### config.mk
export PLATFORM = sky130hd
export DESIGN_NAME = cdb_arbiter
export DESIGN_NICKNAME = d
export VERILOG_FILES = /design/src/rtl/cdb_arbiter.sv
export SDC_FILE = /design/constraint.sdc
export NUM_CORES = 1
export LEC_CHECK = 0
export ABC_AREA = 1
export CAP_MARGIN = 25
export CORE_ASPECT_RATIO = 2
export CORE_MARGIN = 1.5
export CORE_UTILIZATION = 35
export DETAILED_ROUTE_END_ITERATION = 10
export DONT_BUFFER_PORTS = 1
export HOLD_SLACK_MARGIN = 0.06
export PLACE_DENSITY = 0.48
export SKIP_LAST_GASP = 1
export SYNTH_ARGS = -nofsm -noshare
export SYNTH_HDL_FRONTEND = slang
export SYNTH_SLANG_ARGS = --single-unit
### constraint.sdc
create_clock -name clk_i -period 9.3 [get_ports clk_i]
set_input_delay 0.93 -clock clk_i [delete_from_list [all_inputs] [get_ports clk_i]]
set_output_delay 0.93 -clock clk_i [all_outputs]
set_load 0.01 [all_outputs]
### src/rtl/cdb_arbiter.sv
// cdb_arbiter: complete-stage writeback arbiter.
// Each functional unit feeds a small circular result buffer. A round-robin
// arbiter picks one result per cycle and loads it into the output register.
// That register drives the common data bus (tag wakeup), the PRF write port
// and the ROB completion port.
// Optional build macro CDB_BYPASS_EN: an FU with an empty buffer offers its
// incoming result straight to the arbiter, which saves one cycle of latency.
// When the macro is undefined, every result goes through its buffer.
module cdb_arbiter #(
    parameter int NUM_FU    = 4,
    parameter int BUF_DEPTH = 2,
    parameter int PREG_W    = 6,
    parameter int ROB_W     = 5,
    parameter int XLEN      = 32
) (
    input  logic                       clk_i,
    input  logic                       rst_i,
    input  logic                       flush_i,
    input  logic [NUM_FU-1:0]          fu_valid_i,
    output logic [NUM_FU-1:0]          fu_ready_o,
    input  logic [NUM_FU*PREG_W-1:0]   fu_phys_reg_i,
    input  logic [NUM_FU-1:0]          fu_has_dest_i,
    input  logic [NUM_FU*XLEN-1:0]     fu_value_i,
    input  logic [NUM_FU*ROB_W-1:0]    fu_rob_idx_i,
    output logic                       cdb_en_o,
    output logic                       cdb_tag_valid_o,
    output logic [PREG_W-1:0]          cdb_phys_reg_o,
    output logic                       prf_wr_en_o,
    output logic [PREG_W-1:0]          prf_wr_idx_o,
    output logic [XLEN-1:0]            prf_wr_data_o,
    output logic                       rob_complete_en_o,
    output logic [ROB_W-1:0]           rob_complete_idx_o
);

    localparam int PTR_W = $clog2(BUF_DEPTH);
    localparam int CNT_W = $clog2(BUF_DEPTH + 1);
    localparam int IDX_W = $clog2(NUM_FU);

    // Entry layout, LSB first: rob_idx, value, has_dest, phys_reg.
    localparam int ENT_W   = PREG_W + 1 + XLEN + ROB_W;
    localparam int VAL_LSB = ROB_W;
    localparam int HD_BIT  = ROB_W + XLEN;
    localparam int PHY_LSB = ROB_W + XLEN + 1;

    // Per-FU views that the shared arbitration logic uses.
    logic [NUM_FU-1:0][ENT_W-1:0] in_ent;     // entry being offered on the FU port
    logic [NUM_FU-1:0][ENT_W-1:0] head_ent;   // oldest buffered entry
    logic [NUM_FU-1:0]            cnt_nz;     // buffer holds at least one entry
    logic [NUM_FU-1:0]            cand;       // arbitration candidates
    logic [NUM_FU-1:0]            gnt;        // one-hot grant
    logic [NUM_FU-1:0]            pop;        // grant is taken from the buffer head
    logic [NUM_FU-1:0]            byp_take;   // grant is taken straight from the port
    logic [NUM_FU-1:0]            push;       // port result is written into the buffer

    // Arbitration state and output register.
    logic [IDX_W-1:0]  rr_q, rr_d;
    logic              out_valid_q, out_valid_d;
    logic              out_tag_q, out_tag_d;
    logic [PREG_W-1:0] out_phys_q, out_phys_d;
    logic [XLEN-1:0]   out_value_q, out_value_d;
    logic [ROB_W-1:0]  out_rob_q, out_rob_d;

    logic              win_found;
    logic [IDX_W-1:0]  win_idx;
    logic [ENT_W-1:0]  win_ent;
    logic [IDX_W-1:0]  rr_next;

    genvar gi;
    generate
        for (gi = 0; gi < NUM_FU; gi++) begin : g_fu
            logic [ENT_W-1:0] mem_q [BUF_DEPTH];
            logic [PTR_W-1:0] head_q, head_d;
            logic [PTR_W-1:0] tail_q, tail_d;
            logic [CNT_W-1:0] cnt_q, cnt_d;

            assign in_ent[gi] = {fu_phys_reg_i[gi*PREG_W +: PREG_W],
                                 fu_has_dest_i[gi],
                                 fu_value_i[gi*XLEN +: XLEN],
                                 fu_rob_idx_i[gi*ROB_W +: ROB_W]};

            assign head_ent[gi]   = mem_q[head_q];
            assign cnt_nz[gi]     = (cnt_q != '0);
            // Readiness depends only on the registered count, so a full
            // buffer stays not-ready even in a cycle where it is being popped.
            assign fu_ready_o[gi] = (cnt_q < CNT_W'(BUF_DEPTH));

            assign gnt[gi]  = win_found && (win_idx == IDX_W'(gi));
            assign pop[gi]  = gnt[gi] && cnt_nz[gi];
            assign push[gi] = fu_valid_i[gi] && fu_ready_o[gi] && !byp_take[gi];

            // Next-state for the buffer pointers and occupancy count.
            always_comb begin
                head_d = head_q;
                tail_d = tail_q;
                cnt_d  = cnt_q;
                if (push[gi]) begin
                    tail_d = tail_q + PTR_W'(1);
                end
                if (pop[gi]) begin
                    head_d = head_q + PTR_W'(1);
                end
                case ({push[gi], pop[gi]})
                    2'b10:   cnt_d = cnt_q + CNT_W'(1);
                    2'b01:   cnt_d = cnt_q - CNT_W'(1);
                    default: cnt_d = cnt_q;
                endcase
            end

            // Buffer control registers; flush empties the buffer.
            always_ff @(posedge clk_i or posedge rst_i) begin
                if (rst_i) begin
                    head_q <= '0;
                    tail_q <= '0;
                    cnt_q  <= '0;
                end else if (flush_i) begin
                    head_q <= '0;
                    tail_q <= '0;
                    cnt_q  <= '0;
                end else begin
                    head_q <= head_d;
                    tail_q <= tail_d;
                    cnt_q  <= cnt_d;
                end
            end

            // Result storage; contents are only meaningful below the count.
            always_ff @(posedge clk_i) begin
                if (push[gi] && !flush_i) begin
                    mem_q[tail_q] <= in_ent[gi];
                end
            end
        end
    endgenerate

`ifdef CDB_BYPASS_EN
    // An empty buffer lets its live port result compete directly.
    assign cand     = cnt_nz | fu_valid_i;
    assign byp_take = gnt & ~cnt_nz;
`else
    assign cand     = cnt_nz;
    assign byp_take = '0;
`endif

    // Round-robin search: first candidate at or after rr_q, wrapping.
    always_comb begin
        win_found = 1'b0;
        win_idx   = '0;
        for (int k = 0; k < NUM_FU; k++) begin
            if (!win_found && cand[(int'(rr_q) + k) % NUM_FU]) begin
                win_found = 1'b1;
                win_idx   = IDX_W'((int'(rr_q) + k) % NUM_FU);
            end
        end
    end

    // Winner's payload: the buffer head, or the port result on a bypass win.
    always_comb begin
        win_ent = head_ent[win_idx];
        if (byp_take[win_idx]) begin
            win_ent = in_ent[win_idx];
        end
    end

    assign rr_next = (win_idx == IDX_W'(NUM_FU - 1)) ? '0 : win_idx + IDX_W'(1);

    // Next-state for the output register; payload holds when idle.
    always_comb begin
        out_valid_d = win_found;
        out_tag_d   = 1'b0;
        out_phys_d  = out_phys_q;
        out_value_d = out_value_q;
        out_rob_d   = out_rob_q;
        rr_d        = rr_q;
        if (win_found) begin
            out_phys_d  = win_ent[PHY_LSB +: PREG_W];
            out_value_d = win_ent[VAL_LSB +: XLEN];
            out_rob_d   = win_ent[ROB_W-1:0];
            // Physical register 0 is never woken up or written.
            out_tag_d   = win_ent[HD_BIT] && (win_ent[PHY_LSB +: PREG_W] != '0);
            rr_d        = rr_next;
        end
    end

    // Broadcast register and round-robin pointer; flush squashes both.
    always_ff @(posedge clk_i or posedge rst_i) begin
        if (rst_i) begin
            rr_q        <= '0;
            out_valid_q <= 1'b0;
            out_tag_q   <= 1'b0;
            out_phys_q  <= '0;
            out_value_q <= '0;
            out_rob_q   <= '0;
        end else if (flush_i) begin
            rr_q        <= '0;
            out_valid_q <= 1'b0;
            out_tag_q   <= 1'b0;
            out_phys_q  <= '0;
            out_value_q <= '0;
            out_rob_q   <= '0;
        end else begin
            rr_q        <= rr_d;
            out_valid_q <= out_valid_d;
            out_tag_q   <= out_tag_d;
            out_phys_q  <= out_phys_d;
            out_value_q <= out_value_d;
            out_rob_q   <= out_rob_d;
        end
    end

    assign cdb_en_o           = out_valid_q;
    assign cdb_tag_valid_o    = out_tag_q;
    assign cdb_phys_reg_o     = out_phys_q;
    assign prf_wr_en_o        = out_tag_q;
    assign prf_wr_idx_o       = out_phys_q;
    assign prf_wr_data_o      = out_value_q;
    assign rob_complete_en_o  = out_valid_q;
    assign rob_complete_idx_o = out_rob_q;

endmodule

* Word-level counts from Yosys, hierarchy flattened
Memory sizes are Yosys's and may differ from the RTL's. Index checks and enable logic that the tools add are counted.
Storage, ports and cells: input port bits 183, bits in writable memories 352, memories 4, output and inout port bits 57, word-level logic and storage cells 181, flip-flop bits (word level) 63
Memory list:
- g_fu[0].mem_q | depth 2, bits a word 44, rd ports 1, clocked after Yosys merged registers in 0, write ports 1, RTL line 71 | logic [ENT_W-1:0] mem_q [BUF_DEPTH];
- g_fu[1].mem_q | depth 2, bits a word 44, rd ports 1, clocked after Yosys merged registers in 0, write ports 1, RTL line 71
- g_fu[2].mem_q | depth 2, bits a word 44, rd ports 1, clocked after Yosys merged registers in 0, write ports 1, RTL line 71
- g_fu[3].mem_q | depth 2, bits a word 44, rd ports 1, clocked after Yosys merged registers in 0, write ports 1, RTL line 71
Operators by class: eq/ne operators 11, multiplexer cells 70, order comparisons 9, reduce and logical (&&, ||, !) cells 46, bitwise gates (word level) 3, add/subtract/negate cells 20
Operators with widths (number):
- $bmux 44 s2 | 2
- $mux 44 | 3
- $mux 32 | 2
- $mux 1 | 39
- $reduce_bool 2->1 | 13
- $mux 2 | 11
- $logic_and 1x1->1 | 20
- $pmux 2 s2 | 4
- $add 2x1->2 const B | 6
- $eq 2x2->1 const B | 6
- $lt 3x4->1 const B | 3
- $mux 6 | 2
- $reduce_bool 3->1 | 4
- $bmux 1 s2 | 5
- $eq 2x1->1 const B | 5
- $mux 5 | 2
- $add 1x1->1 const B | 8
- $lt 2x2->1 const B | 4
- $sub 2x1->2 const B | 4
- $lt 2x3->1 const B | 2
- $reduce_bool 6->1 | 1
- $reduce_or 2->1 | 3
- $add 2x2->2 const B | 2
- $logic_not 1->1 | 4
- other kinds (2) | 4

* Depth between registers and ports, before layout
word-level depth 21, gate-level depth with buffers 20

* Worst setup path after synthesis
Ideal clock, no wire load.
kind input port to flip-flop, start input flush_i, end memory g_fu[0].mem_q[1][0] (netlist name) (enable), stages on the path 4, path slack 5.597 ns, path buffers 1, arrival time 3.257 ns, cells stage by stage inv_1 clkbuf_1 nand2_1 nor2_1
On the way: cells in the longest elaborated chain, start to end 4
Ends and longest elaborated chain:
- start: declaration | RTL line 18 | input logic flush_i,
- $logic_not 1->1 | RTL line 128 | if (push[gi] && !flush_i) begin
- $logic_and 1x1->1 | RTL line 128
- $mux 1 | RTL line 128
- $mux 1 (implied by the code) | RTL line 129 | mem_q[tail_q] <= in_ent[gi];
- end: declaration | RTL line 71
Every way passes these cells.

* Worst setup path after layout
start register rr_q[0], end register out_value_q[10], in the netlist prf_wr_data_o[10]
On the way: cells in the longest elaborated chain, start to end 17, elaborated cells between the ends (all ways) 38, classes of those cells 3 x add/sub; 28 x mux; 7 x reduce/logical
Ends and longest elaborated chain:
- start: declaration | RTL line 56 | logic [IDX_W-1:0] rr_q, rr_d;
- start signal: assignment | RTL line 201 | rr_q <= rr_d;
- $add 2x1->2 or $bmux 1 s2 (tied branches) | RTL line 149, 151
- $bmux 1 s2 or $mux 1 (tied branches) | RTL line 149 | if (!win_found && cand[(int'(rr_q) + k) % NUM_FU]) begin
- $mux 1 (implied by the code) | RTL line 149
- $mux 1 (implied by the code) or $logic_not 1->1 (tied branches) | RTL line 149
- $logic_and 1x1->1 | RTL line 149
- $mux 1 | RTL line 149
- $logic_not 1->1 | RTL line 149
- $logic_and 1x1->1 | RTL line 149
- $mux 1 | RTL line 149
- $logic_not 1->1 | RTL line 149
- $logic_and 1x1->1 | RTL line 149
- $mux 2 | RTL line 149
- $bmux 44 s2, or another cell as far along | RTL line 158 | win_ent = head_ent[win_idx];
- $mux 44 (implied by the code), or another cell as far along | RTL line 158
- $mux 44 | RTL line 159 | if (byp_take[win_idx]) begin
- $mux 32 | RTL line 174 | if (win_found) begin
- $mux 32 | RTL line 193 | end else if (flush_i) begin
- end signal: assignment | RTL line 205 | out_value_q <= out_value_d;
- end: declaration | RTL line 60 | logic [XLEN-1:0] out_value_q, out_value_d;
Several ways; a longest one is shown, not always the timed one. The select of a mux whose other input is x is not followed. A chain may end at the register's enable or synchronous reset.

==> run metrics <==
hpwl dp=between 30 and 40 mm; Setup TNS Final=0 ns; Syn Nets=~1600; Synth top area share=62.8%; vias in the first global route=10600; CP Launch Type=flip-flop; Worst-path clk slew=around 0.070 ns; Slew HR=about two fifths; Clock Tree Buf Depth=3; Critical Path End Type=flip-flop; post-synthesis cell type count=35; Yosys top cell by area=edfxtp_1; fraction of layout cells with a size suffix above 1=between 10% and 20%; CTS tree=built; Fin. Hold Viols=0; Worst Tran Pin Value=0.918 ns; Yosys reg bits=415; Root Driver=clkbuf_16; area of the multi-input gates=between 0.004 and 0.005 mm²; dominant cells by area after synthesis=edfxtp_1 (63%), dfrtp_1 (9.4%), nand2_1 (7.5%), nor2_1 (3.7%), o21ai_0 (2.5%); CTS resizes=0; Via density=between 5 and 6; Layout Utilization=39.3%; Post-Syn Area=between 0.015 and 0.02 mm²; EDFF count, synth=352; Initial Util=a little over a third; filler instances=4596; Worst Skew=roughly 0.017 ns; Syn Inst Count=about 1400; synth-to-layout area growth=11.0%; CP delay by family, top=simple AND/OR/NAND/NOR gates; Worst EP required=9.73 ns; RSZ-0062 raised after global routing=no; gr usage total=19.4%; htree depth=2; full die area=around 0.050 mm²; Ports=between 200 and 250; Synth top cells by count=edfxtp_1 (352), nand2_1 (336), nor2_1 (168); largest net degree at the start of global routing=around 90; top_reg_cell synth=edfxtp_1; DRC Markers=0; CP cell instances=inv_6 > nand2_1 > nand3_1 > nand2_2 > a21oi_1 > nand2_1 > nand2_8 > buf_4 > o21ai_0 > o21ai_0 > a21oi_1 > nand2_1 > nand2_1; worst skew pair latency=between 0.5 and 0.6 ns; Post-Route WL=about 47 mm; drt wl/cell=about 23 µm; worst hold path type=in2async; Period Utilization, post-route=between 30% and 40%; clk sinks=around 420; crit path DAT=4.12 ns; Syn. warnings=0; P_leak=slightly below 7 nW; Core Footprint=between 0.04 and 0.05 mm²; most frequent cell after synthesis=edfxtp_1; Final min period=3.69 ns; Post-synth ARST share=between 10% and 20%; gpl congestion=between 0.8 and 0.9; slowest cell on the critical path=buf_4; Die Height=approximately 310 µm; Detailed Route Iter0 Violations=roughly 630; placement row count=113; Mean Syn Cell Area=around 12 µm²; worst vdd ir=between 0.2 and 0.3 mV; Pre-antenna DRT Iters=5; CTS Buf Count=40; DRT antenna net count=0; antenna violations before repair=5; Sequential Area=between 0.01 and 0.015 mm²; fin. max-slew vios=0; WP buf/inv=2; chip width=158 µm; Pwr Density=340 mW/mm²; IO buf count=0; crit-path most repeated cell=nand2_1; routed vias=about 10000; post-CTS setup buffers=0; status=completed; hold bufs inserted after CTS=0; CP max stage delay=0.79 ns; Max-Cap Viols=0; Final setup viols=0; CP Max Fanout=87; grt ovf=0; Setup CP Type=reg2reg; first-pass GRT wire length=between 70 and 80 mm; Max Clock Freq=between 200 and 300 MHz; final net count=around 1600; post-synthesis sequential area ratio=between 70 and 80%
## cells in the final DEF (no fill, tap or decap), types with 5 or more instances in the layout
master     count
o22ai_1        9
clkbuf_1      12
edfxtp_1     352
nor2_1       160
nand2_1      335
nand2_2        6
o311ai_0       9
nor2_4        11
clkbuf_16     41
a21boi_0       5
nand3_1       80
inv_2          8
diode_2        5
o21ai_0       84
dfrtp_1       59
o211ai_1      37
o311ai_1      27
a21oi_1       52
clkinv_1       6
or2_2         36
buf_4         20
clkinv_2       8
inv_1         21
## worst reg2reg max path: stages (launching register included)
cell	delay (ns)
dfrtp_1	0.51
inv_6	0.13
nand2_1	0.09
nand3_1	0.13
nand2_2	0.11
a21oi_1	0.13
nand2_1	0.35
nand2_8	0.57
buf_4	0.81
o21ai_0	0.28
o21ai_0	0.16
a21oi_1	0.14
nand2_1	0.12
nand2_1	0.05
## through the flow
stage                     total power [mW]  worst slack, ns  cell area [µm²]  std cells  hold WS (ns)
after global routing                  6.80             5.19            18700       2046         0.263
after floorplan                       4.12             5.60            16800       1404         0.458
after CTS                             6.46             5.64            18700       2041         0.453
after global placement                4.85             5.73            17400       1968         0.494
after detailed placement              4.91             5.67            17400       1969         0.504
final                                 6.36             5.61            18700       2047         0.264
## layer usage
| metal | wire length [µm] | vias up | track usage (%) |
|---|---|---|---|
| met4 | 1560 | 6 | 7.12 |
| met5 | 48 | - | 0 |
| met1 | 17600 | 5067 | 22.3 |
| met2 | 23300 | 344 | 32.5 |
| met3 | 5000 | 82 | 7.49 |
| li1 | - | 4900 | - |
## where the power goes
part / switching (mW) / internal, mW / leakage [nW]
logic: 1.71 / 0.632 / 2.19
registers: 0.199 / 2.28 / 4.01
clock network: 0.686 / 0.855 / 0.589
## logic make-up (layout without fill, tap and decap cells)
kind of cell               after synthesis  in the layout  synth area share (%)
muxes                                    1              1                0.0595
and+or+nand+nor                        638            638                  15.7
adders and majority gates                4              4                 0.297
DFF                                    415            415                  72.2
other                                    0              5                     0
AOI/OAI and AO/OA                      227            227                  8.43
buffers and inverters                  119            125                  3.34
## flip-flops by register name, summed over array words and instances, names as in the netlist, 2 cells and up
register / count
prf_wr_data_o: 32
rr_q: 2
g_fu.mem_q: 352
cdb_phys_reg_o: 6
g_fu.cnt_q: 8
g_fu.tail_q: 4
g_fu.head_q: 4
rob_complete_idx_o: 5
## path summary, 6_finish.rpt
path                       slack [ns]  depth (start not counted)             start                     to
max                              5.61                         13           rr_q[0]      prf_wr_data_o[10]
min                              0.26                          2             rst_i  rob_complete_idx_o[0]
max reg2reg                      5.61                         13           rr_q[0]      prf_wr_data_o[10]
min reg2reg                      0.51                          1  g_fu[3].cnt_q[0]       g_fu[3].cnt_q[0]
max in group asynchronous        8.42                          3             rst_i       prf_wr_data_o[7]
min in group clk_i               0.48                          0  fu_phys_reg_i[9]   g_fu[1].mem_q[1][41]
## final cells by class
| class | count | area share, % |
|---|---|---|
| multi-input cells | 870 | 22.5 |
| diodes | 5 | 0.0669 |
| well taps | 632 | 4.23 |
| repair buffers | 22 | 1.06 |
| clock inverters | 17 | 0.596 |
| flip-flops and latches | 415 | 65.0 |
| clock buffers | 55 | 5.88 |
| inverters | 31 | 0.656 |
(Power assumes the default switching activity.)
